`src/rtl/scan_row_rx_pkg.sv`:
```
// Shared constants, FSM encoding and row-increment helper for scan_row_rx.
// ROWS comes from `CHIP_RES_ROW; SCAN_ROW_RX_SEQCHK_EN enables the sequence check.
`ifndef CHIP_RES_ROW
`define CHIP_RES_ROW 768
`endif

package scan_row_rx_pkg;

    localparam int LINE_CLKS = 48;
    localparam int SCAN_LINE_CLKS = LINE_CLKS;
    localparam int ADDR_W = 10;
    localparam int MARK_W = 10;
    localparam int ROWS = `CHIP_RES_ROW;
    localparam int CNT_W = 16;
    localparam int FRAME_W = 40;

    localparam int DISP_LSB = 0;
    localparam int MARK0_LSB = 10;
    localparam int CLR_LSB = 20;
    localparam int MARK1_LSB = 30;
    localparam int TAIL_LSB = 40;

    localparam logic [5:0] SLOT_FIRST = 6'd1;
    localparam logic [5:0] SLOT_DATA_END = 6'(TAIL_LSB);
    localparam logic [5:0] SLOT_END = 6'(LINE_CLKS);

    typedef enum logic [1:0] {
        S_IDLE = 2'd0,
        S_SHIFT = 2'd1,
        S_TAIL = 2'd2
    } state_t;

    function automatic logic [ADDR_W-1:0] row_inc(
        input logic [ADDR_W-1:0] a
    );
        if (a == ADDR_W'(ROWS - 1)) return '0;
        return a + ADDR_W'(1);
    endfunction

endpackage

```
`src/rtl/scan_row_rx_seqchk.sv`:
```
// Display-row sequence checker: flags a line whose row is not prev+1 mod ROWS.
// Instantiated by scan_row_rx only when SCAN_ROW_RX_SEQCHK_EN is defined.
module scan_row_seqchk
    import scan_row_rx_pkg::*;
(
    input  logic              clk,
    input  logic              rst,
    input  logic              clr,
    input  logic              vld,
    input  logic [ADDR_W-1:0] addr,
    output logic              seq_err
);

    logic [ADDR_W-1:0] prev;
    logic              have_prev;

    always_ff @(posedge clk) begin
        if (rst || clr) begin
            prev      <= '0;
            have_prev <= 1'b0;
            seq_err   <= 1'b0;
        end else begin
            seq_err <= vld && have_prev && (addr != row_inc(prev));
            if (vld) begin
                prev      <= addr;
                have_prev <= 1'b1;
            end
        end
    end

endmodule

```
`src/rtl/scan_row_rx.sv`:
```
// Scan-line receiver: deframes 48-clock lines into display/clear row addresses.
// Optional SCAN_ROW_RX_SEQCHK_EN adds the display-row sequence check on seq_err.
module scan_row_rx
    import scan_row_rx_pkg::*;
(
    input  logic              clk,
    input  logic              rst,
    input  logic              rstn_in,
    input  logic              col_start,
    input  logic              row_data,
    output logic [ADDR_W-1:0] disp_addr,
    output logic [ADDR_W-1:0] clr_addr,
    output logic              line_vld,
    output logic              mark_err,
    output logic              len_err,
    output logic              seq_err,
    output logic [CNT_W-1:0]  line_cnt
);

    state_t             state;
    state_t             state_d;
    logic [5:0]         slot;
    logic [5:0]         slot_d;
    logic [FRAME_W-1:0] sr;
    logic [FRAME_W-1:0] frame;
    logic               tail_flag;
    logic               at_end;
    logic               early;
    logic               data_done;
    logic               marks_ok;
    logic               line_vld_d;
    logic               mark_err_d;
    logic               len_err_d;

    // frame includes the bit arriving this edge so results register at E40
    assign frame = {row_data, sr[FRAME_W-1:1]};
    assign marks_ok = (&frame[MARK0_LSB +: MARK_W])
                    && (&frame[MARK1_LSB +: MARK_W]);
    assign at_end = (state == S_TAIL) && (slot == SLOT_END);
    assign early = !col_start
                 && ((state == S_SHIFT)
                     || ((state == S_TAIL) && !at_end));
    assign data_done = (state == S_SHIFT)
                     && (slot == SLOT_DATA_END) && col_start;

    always_ff @(posedge clk) begin
        if (rst) begin
            state <= S_IDLE;
            slot  <= '0;
        end else begin
            state <= state_d;
            slot  <= slot_d;
        end
    end

    always_comb begin
        state_d = state;
        slot_d  = slot;
        if (!rstn_in) begin
            state_d = S_IDLE;
            slot_d  = '0;
        end else begin
            unique case (state)
                S_IDLE: begin
                    if (!col_start) begin
                        state_d = S_SHIFT;
                        slot_d  = SLOT_FIRST;
                    end
                end
                S_SHIFT: begin
                    if (!col_start) begin
                        slot_d = SLOT_FIRST;
                    end else begin
                        slot_d = slot + 6'd1;
                        if (slot == SLOT_DATA_END) state_d = S_TAIL;
                    end
                end
                S_TAIL: begin
                    if (!col_start) begin
                        state_d = S_SHIFT;
                        slot_d  = SLOT_FIRST;
                    end else if (at_end) begin
                        state_d = S_IDLE;
                        slot_d  = '0;
                    end else begin
                        slot_d = slot + 6'd1;
                    end
                end
                default: begin
                    state_d = S_IDLE;
                    slot_d  = '0;
                end
            endcase
        end
    end

    always_comb begin
        line_vld_d = rstn_in && data_done;
        mark_err_d = rstn_in
                   && ((data_done && !marks_ok)
                       || (at_end && !col_start && tail_flag));
        len_err_d  = rstn_in && early;
    end

    always_ff @(posedge clk) begin
        if (rst) begin
            sr        <= '0;
            tail_flag <= 1'b0;
            disp_addr <= '0;
            clr_addr  <= '0;
            line_vld  <= 1'b0;
            mark_err  <= 1'b0;
            len_err   <= 1'b0;
            line_cnt  <= '0;
        end else begin
            line_vld <= line_vld_d;
            mark_err <= mark_err_d;
            len_err  <= len_err_d;
            if (state == S_SHIFT) sr <= frame;
            // sticky over slots 41..47, cleared whenever not in the tail
            if (state != S_TAIL) begin
                tail_flag <= 1'b0;
            end else if (!at_end && row_data) begin
                tail_flag <= 1'b1;
            end
            if (line_vld_d) begin
                disp_addr <= frame[DISP_LSB +: ADDR_W];
                clr_addr  <= frame[CLR_LSB +: ADDR_W];
                line_cnt  <= line_cnt + CNT_W'(1);
            end
        end
    end

`ifdef SCAN_ROW_RX_SEQCHK_EN
    scan_row_seqchk u_seqchk (
        .clk     (clk),
        .rst     (rst),
        .clr     (!rstn_in),
        .vld     (line_vld_d),
        .addr    (frame[DISP_LSB +: ADDR_W]),
        .seq_err (seq_err)
    );
`else
    assign seq_err = 1'b0;
`endif

endmodule

```
`config.mk`:
```
export PLATFORM = sky130hd
export DESIGN_NAME = scan_row_rx
export DESIGN_NICKNAME = d
export VERILOG_FILES = /design/src/rtl/scan_row_rx_pkg.sv /design/src/rtl/scan_row_rx_seqchk.sv /design/src/rtl/scan_row_rx.sv
export SDC_FILE = /design/constraint.sdc
export NUM_CORES = 1
export LEC_CHECK = 0
export CORE_UTILIZATION = 55
export CTS_CLUSTER_DIAMETER = 50
export CTS_CLUSTER_SIZE = 40
export DETAILED_ROUTE_END_ITERATION = 10
export GPL_TIMING_DRIVEN = 0
export PLACE_DENSITY = 0.85
export SETUP_SLACK_MARGIN = 0.02
export SLEW_MARGIN = 20
export SYNTH_ARGS = -nofsm -noshare
export SYNTH_HDL_FRONTEND = slang
export SYNTH_SLANG_ARGS = --single-unit
```
`constraint.sdc`:
```
create_clock -name clk -period 4.1 [get_ports clk]
set_clock_uncertainty 0.2 [all_clocks]
set_input_delay 1.23 -clock clk [delete_from_list [all_inputs] [get_ports clk]]
set_output_delay 1.23 -clock clk [all_outputs]
set_load 0.05 [all_outputs]
```
==> results of run 1 <==
[power breakdown]
part / internal, mW / switching (mW) / total, mW
Clock: 0.394 / 0.294 / 0.688
Sequential: 0.846 / 0.00166 / 0.847
Combinational: 0.0133 / 0.0407 / 0.0541
Total: 1.25 / 0.336 / 1.59
[Yosys cell counts (3+ instances only)]
master	number	area [um2]
sky130_fd_sc_hd__nand2_1	129	484.2
sky130_fd_sc_hd__dfxtp_1	87	1742
sky130_fd_sc_hd__a21oi_1	73	365.4
sky130_fd_sc_hd__clkbuf_1	22	82.58
sky130_fd_sc_hd__nor2_1	19	71.32
sky130_fd_sc_hd__nand4_1	11	68.82
sky130_fd_sc_hd__nor2b_1	10	62.56
sky130_fd_sc_hd__nand2b_1	8	50.05
sky130_fd_sc_hd__inv_1	7	26.28
sky130_fd_sc_hd__nand3_1	6	30.03
sky130_fd_sc_hd__o21ai_0	6	30.03
sky130_fd_sc_hd__a31oi_1	5	31.28
sky130_fd_sc_hd__mux2_2	5	56.30
sky130_fd_sc_hd__nor3_1	5	25.02
sky130_fd_sc_hd__o31ai_1	5	37.54
sky130_fd_sc_hd__or4_1	4	30.03
sky130_fd_sc_hd__xnor2_1	4	35.03
sky130_fd_sc_hd__buf_2	3	15.01
sky130_fd_sc_hd__ha_1	3	37.54
sky130_fd_sc_hd__nand3b_1	3	22.52
[final timing paths]
path / depth (start not counted) / start / slack (ps) / end
worst max-delay path: 6 / rstn_in / 950 / clr_addr[7]
worst min-delay path: 2 / disp_addr[7] / 260 / disp_addr[7]
worst max register to register: 7 / slot[0] / 1690 / clr_addr[7]
worst min register to register: 2 / disp_addr[7] / 260 / disp_addr[7]
[cell usage in the layout, fill, tap and decap left out, types with 2 or more instances in the layout]
master,n
sky130_fd_sc_hd__nand3b_1,3
sky130_fd_sc_hd__a211oi_1,2
sky130_fd_sc_hd__nor3_1,5
sky130_fd_sc_hd__nor2_1,19
sky130_fd_sc_hd__and3_1,2
sky130_fd_sc_hd__nand4b_1,2
sky130_fd_sc_hd__o21ai_0,6
sky130_fd_sc_hd__dfxtp_1,87
sky130_fd_sc_hd__nand2_1,129
sky130_fd_sc_hd__clkdlybuf4s50_1,42
sky130_fd_sc_hd__buf_2,3
sky130_fd_sc_hd__nor2b_1,10
sky130_fd_sc_hd__xnor2_1,4
sky130_fd_sc_hd__nand3b_4,2
sky130_fd_sc_hd__mux2_2,5
sky130_fd_sc_hd__nor4_1,2
sky130_fd_sc_hd__or4_1,4
sky130_fd_sc_hd__a21o_1,2
sky130_fd_sc_hd__a31o_2,2
sky130_fd_sc_hd__inv_1,7
sky130_fd_sc_hd__nand3_1,6
sky130_fd_sc_hd__buf_6,2
sky130_fd_sc_hd__ha_1,3
sky130_fd_sc_hd__bufinv_16,2
sky130_fd_sc_hd__clkbuf_8,12
sky130_fd_sc_hd__a31oi_1,5
sky130_fd_sc_hd__nand2b_1,8
sky130_fd_sc_hd__a21oi_1,73
sky130_fd_sc_hd__clkbuf_1,22
sky130_fd_sc_hd__nand4_1,11
sky130_fd_sc_hd__o31ai_1,5
[worst reg2reg max path, delay by kind of cell (launching register included)]
kind / cells / cell delay, ps
buffers and inverters: 2 / 540
AND/OR/NAND/NOR: 3 / 910
flip-flops: 1 / 330
AO/OA/AOI/OAI: 1 / 140
adder cells (fa/ha/maj): 1 / 220
[cell type report]
cell class              count  area [um2]
plain buffers              29       131.4
clock inverters             4       76.32
flip-flops and latches     87        1742
fillers                   465        1754
well taps                  75       93.84
inverters                   7       26.28
clock buffers              12       165.2
repair buffers             42       420.4
multi-input cells         320        1652
[cell families after synthesis]
| group | share of synthesized area |
|---|---|
| xor+xnor | 0.009865 |
| buf+inv | 0.04440 |
| compound gates | 0.1515 |
| flops | 0.4905 |
| mux | 0.01586 |
| simple gates | 0.2763 |
| fa+ha+maj | 0.01057 |
| other cells | 0.001056 |
[flip-flops by register name, indices dropped and copies added (netlist names)]
register and cells:
sr 39, line_cnt 16, clr_addr 10, disp_addr 10
slot 6, state 2, len_err 1, line_vld 1
mark_err 1, tail_flag 1
[metrics by stage]
| stage | hold slack, ps | setup slack, ps | cells |
|---|---|---|---|
| final | 257.3 | 946.6 | 576 |
| after floorplan | 232.2 | 1227 | 443 |
| after global placement | 242.6 | 724.8 | 560 |
| after global routing | 282.1 | 815.5 | 576 |
| after detailed placement | 246.0 | 666.6 | 560 |
| after CTS | 258.3 | 995.5 | 576 |
[per-layer routing]
metal,up-vias,track usage
li1,1609,-
met1,1480,0.3386
met2,92,0.3983
met3,17,0.04725
met4,0,0.1263
met5,-,0
==> impl_metrics.env, run 1 <==
export IMPL_outcome="complete, no violations"
export IMPL_finalInstanceArea_mm2=0.004307
export IMPL_syn_instance_count=443
export IMPL_endpoint_kind="flip-flop"
export IMPL_finalPower_mw=1.589
export IMPL_ys_warnings_count=0
export IMPL_core_region_area_mm2=0.006061
export IMPL_initial_core_util=0.5859
export IMPL_timing_slew_headroom=0.4398
export IMPL_tns_ps=0
export IMPL_grt_setup_unrepaired="no"
export IMPL_synthDistinctLibCells=40
export IMPL_async_reset_ff_frac=0
export IMPL_drt_pass_1_iters=4
export IMPL_timing_critical_path_arrival_ps=3230
export IMPL_worst_endpoint_required_ps=4170
export IMPL_ctsHoldBuffers=0
export IMPL_cts_buffers_inserted=9
export IMPL_drt_wirelength_per_cell_um=13.59
export IMPL_detailroute_wirelength_met3_um=351
export IMPL_fraction_of_layout_cells_with_a_size_suffix_above_1=0.06786
export IMPL_vdd_drop_max_mv=0.2370
export IMPL_wl_met2_um=3647
export IMPL_number_of_post_cts_setup_repair_buffers=0
export IMPL_nNetsFinal=504
export IMPL_syn_avg_cell_area_um2=8.016
export IMPL_hpwl_um=5603
export IMPL_wl_met1_um=3679
export IMPL_critPathKind="input port to flip-flop"
export IMPL_clk_path_buf_depth=2
export IMPL_clockRootBuffer="sky130_fd_sc_hd__clkbuf_8"
export IMPL_path_max_fanout=10
export IMPL_vias_per_cell=5.552
export IMPL_static_leakage_power_nw=1.408
export IMPL_gp_congestion=0.8271
export IMPL_drc_errors=0
export IMPL_dr_first_iter_drc_count=247
export IMPL_grtUsageTotal=0.2555
export IMPL_antenna_found_initial=0
export IMPL_largest_net_degree_at_the_start_of_global_routing=15
export IMPL_postCtsResizedCells=0
export IMPL_drv_cap=0
export IMPL_htree_levels=3
export IMPL_power_density_mw_per_mm2=369.1
export IMPL_finish_utilization=0.7106
export IMPL_cts_reportedPaths_clkPinSlew_ps=90
export IMPL_postSynthNetCount=451
export IMPL_period_needed_ps=3153
export IMPL_setup_viol=0
export IMPL_postPlaceCellArea_mm2=0.004065
export IMPL_path_buf_inv=2
export IMPL_critical_path_slowest_cell="sky130_fd_sc_hd__nor3_1"
export IMPL_n_antenna_cell=0
export IMPL_cpLargestDelayFamily="buffers and inverters"
export IMPL_floorplan_io_pins=45
export IMPL_clock_sink_count=87
export IMPL_dr_total_vias=3198
export IMPL_grt_pass1_wl_um=13000
export IMPL_die_height_um=82.35
export IMPL_drt_wl_total_um=7829
export IMPL_cts_tree="done"
export IMPL_clock_fmax_mhz=317.1
export IMPL_yosys_register_bits=87
export IMPL_syn2layout_area_growth_pct=21.28
export IMPL_worst_slew_pin_transition_ps=834.7
export IMPL_holdCritPathClass="flip-flop to flip-flop"
export IMPL_synth_cell_area_mm2=0.003551
export IMPL_portion_of_the_clock_cycle_consumed_by_the_worst_path_in_the_final_layout=0.7691
export IMPL_dieWidth_um=82.35
export IMPL_critPathLaunchType="input port"
export IMPL_cp_slowest_stage_delay_ps=580
export IMPL_slew_violations=0
export IMPL_place_port_buffers=42
export IMPL_synth_yosys_seq_area_share=0.4905
export IMPL_fp_dieArea_mm2=0.006782
export IMPL_synth_enable_flop_cells=0
export IMPL_floorplan_rows=28
export IMPL_drtAntennaViolNets=0
export IMPL_top_layer="met4"
export IMPL_vias_in_the_first_global_route=2854
export IMPL_worst_skew_pair_later_pin_latency_ps=340
export IMPL_finalHoldViolations=0
export IMPL_grt_ovfl_total=0
export IMPL_path_cells="clkdlybuf4s50_1 -> nand3b_1 -> nor3_1 -> clkbuf_1 -> nand2_1 -> a21oi_1"
export IMPL_synthFlopType="sky130_fd_sc_hd__dfxtp_1"
Note: power is estimated with default switching activity, not from simulation.
==> run 2, diff against run 1 <==
Settings changed: CORE_UTILIZATION 55 to 49, PLACE_DENSITY 0.85 to 0.81.
Clock period 4.1 ns to 2.6 ns, I/O delays scaled along.
==> run 2 against run 1 <==
  * Count of clock-buffer cells in the layout is 3 lower
  * Sequential cell count did not move
  * Sequential share of layout area shrank 0.41 points
  * Non-clock buffer count up 1
  * Via count decreased by 0.84%
  * Highest routed layer unchanged
  * First-iteration DRC count grew 9.7%
  * Critical path depth decreased by 5
  * Global-route usage decreased by 3.8 points
==> impl_metrics.env, run 2 (same netlist as run 1, synthesis figures left out) <==
export IMPL_path_cells="clkdlybuf4s50_1"
export IMPL_gp_congestion=0.8482
export IMPL_critPathLaunchType="flip-flop"
export IMPL_grtUsageTotal=0.2170
export IMPL_syn2layout_area_growth_pct=22.52
export IMPL_die_height_um=87.13
export IMPL_drv_cap=0
export IMPL_vdd_drop_max_mv=0.3501
export IMPL_final_seq_area_mm2=0.001742
export IMPL_drc_errors=0
export IMPL_cts_buffers_inserted=9
export IMPL_cts_tree="done"
export IMPL_grt_setup_unrepaired="no"
export IMPL_filler_cell_count=624
export IMPL_endpoint_kind="output port"
export IMPL_finalHoldViolations=0
export IMPL_worst_endpoint_required_ps=1620
export IMPL_multi_input_comb_area_mm2=0.001672
export IMPL_worst_skew_pair_later_pin_latency_ps=360
export IMPL_initial_core_util=0.5141
export IMPL_setup_viol=0
export IMPL_clock_sink_count=87
export IMPL_fp_dieArea_mm2=0.007591
export IMPL_largest_register_ffs=39
export IMPL_holdCritPathClass="flip-flop to flip-flop"
export IMPL_cpLargestDelayFamily="buffers and inverters"
export IMPL_dieWidth_um=87.13
export IMPL_grt_ovfl_total=0
export IMPL_drtAntennaViolNets=0
export IMPL_period_needed_ps=2537
export IMPL_cts_reportedPaths_clkPinSlew_ps=90
export IMPL_vias_in_the_first_global_route=2861
export IMPL_nNetsFinal=505
export IMPL_clock_fmax_mhz=394.2
export IMPL_fin_hold_ws_ps=250.9
export IMPL_grt_pass1_wl_um=12940
export IMPL_largest_net_degree_at_the_start_of_global_routing=16
export IMPL_timing_slew_headroom=0.6346
export IMPL_drt_wirelength_per_cell_um=13.04
export IMPL_critical_path_slowest_cell="sky130_fd_sc_hd__clkdlybuf4s50_1"
export IMPL_slew_violations=0
export IMPL_n_antenna_cell=0
export IMPL_timing_critical_path_arrival_ps=1560
export IMPL_max_flop_register="sr"
export IMPL_biggestRegsByFlops="sr x39, line_cnt x16"
export IMPL_worst_slew_pin_transition_ps=548.1
export IMPL_core_region_area_mm2=0.006907
export IMPL_vias_per_cell=5.303
export IMPL_path_max_fanout=5
export IMPL_place_port_buffers=42
export IMPL_power_density_mw_per_mm2=563.8
export IMPL_mostFrequentLayoutCells="sky130_fd_sc_hd__nand2_1 (129), sky130_fd_sc_hd__dfxtp_1 (87), sky130_fd_sc_hd__a21oi_1 (73)"
export IMPL_dr_total_vias=3171
export IMPL_mostFrequentLayoutCell="sky130_fd_sc_hd__nand2_1"
export IMPL_cp_slowest_stage_delay_ps=820
export IMPL_clk_path_buf_depth=2
export IMPL_floorplan_io_pins=45
export IMPL_drt_wl_total_um=7795
export IMPL_fraction_of_layout_cells_with_a_size_suffix_above_1=0.07769
export IMPL_ctsHoldBuffers=0
export IMPL_portion_of_the_clock_cycle_consumed_by_the_worst_path_in_the_final_layout=0.9756
export IMPL_htree_levels=3
export IMPL_hpwl_um=5445
export IMPL_critPathKind="flip-flop to output port"
export IMPL_path_buf_inv=1
export IMPL_antenna_found_initial=0
export IMPL_finalPower_mw=2.453
export IMPL_drt_pass_1_iters=5
export IMPL_floorplan_rows=30
export IMPL_static_leakage_power_nw=1.545
export IMPL_outcome="complete, no violations"
export IMPL_clockRootBuffer="sky130_fd_sc_hd__clkbuf_8"
export IMPL_dr_first_iter_drc_count=271
[run 2: cell types whose count changed in the layout (fill, tap and decap cells not counted), moves of 2 or more]
cell                              previous run  this run
sky130_fd_sc_hd__clkinvlp_4                  1         3
sky130_fd_sc_hd__clkbuf_2                    0         2
sky130_fd_sc_hd__clkbuf_1                   22        20
sky130_fd_sc_hd__dlygate4sd2_1               0         5
sky130_fd_sc_hd__clkbuf_8                   12         9
sky130_fd_sc_hd__clkdlybuf4s50_1            42        31
sky130_fd_sc_hd__dlymetal6s2s_1              0         6
[run 2: worst register-to-register path, delay by kind of cell (launching register included)]
family,cells,cell delay (ps)
flip-flops,1,330
AND/OR/NAND/NOR,3,1070
AO/OA/AOI/OAI,1,140
buffers and inverters,2,250
adder cells (fa/ha/maj),1,210
[run 2: through the flow]
stage	worst slack [ps]	TNS [ps]	utilization	std cells	instance area, um2
2_1_floorplan	176.7	0	-	443	3551
3_3_place_gp	-333.4	-14420	0.5924	581	4091
3_5_place_dp	-366.4	-15600	0.5924	581	4091
4_1_cts	22.46	0	0.6243	597	4312
5_1_grt	21.03	0	0.6299	598	4350
6_report	63.42	0	0.6299	598	4350
[run 2: area by class of cell]
cell class / instances / share of cell area
multi-input combinational: 320 / 0.3842
buffer: 29 / 0.03077
clock inverter: 7 / 0.02215
inverter: 7 / 0.006040
timing repair buffer: 43 / 0.1004
tap: 96 / 0.02761
sequential: 87 / 0.4003
clock buffer: 9 / 0.02847
[run 2: worst paths after layout]
path | start | endpoint | slack (ps) | cells past startpoint
max | line_cnt[10] | line_cnt[10] | 60 | 1
min | sr[9] | sr[8] | 250 | 2
max reg2reg | slot[0] | line_cnt[4] | 340 | 7
min reg2reg | sr[9] | sr[8] | 250 | 2
[run 2: power breakdown]
group          switching [mW]  internal [mW]
logic                  0.0644         0.0219
registers             0.00254           1.33
clock network           0.488          0.542
[run 2: routing by layer]
metal,GRT usage,vias up,part of all wire
met3,0.03128,14,0.043
met1,0.2885,1487,0.46
li1,-,1609,-
met4,0.09091,0,0.017
met2,0.3543,61,0.48
met5,0,-,0
[run 2: what timing repair did]
action | 4_1_cts | 5_1_grt
resized for setup | 7 | 10
pin swaps | 0 | 1
setup endpoints to repair | 16 | 42
buffers inserted | 0 | 1
==> run 3, diff against run 2 <==
Settings changed: CAP_MARGIN from default to 10.
==> results of run 3 <==
No change in the layout: final DEF, timing and power equal those of run 2.
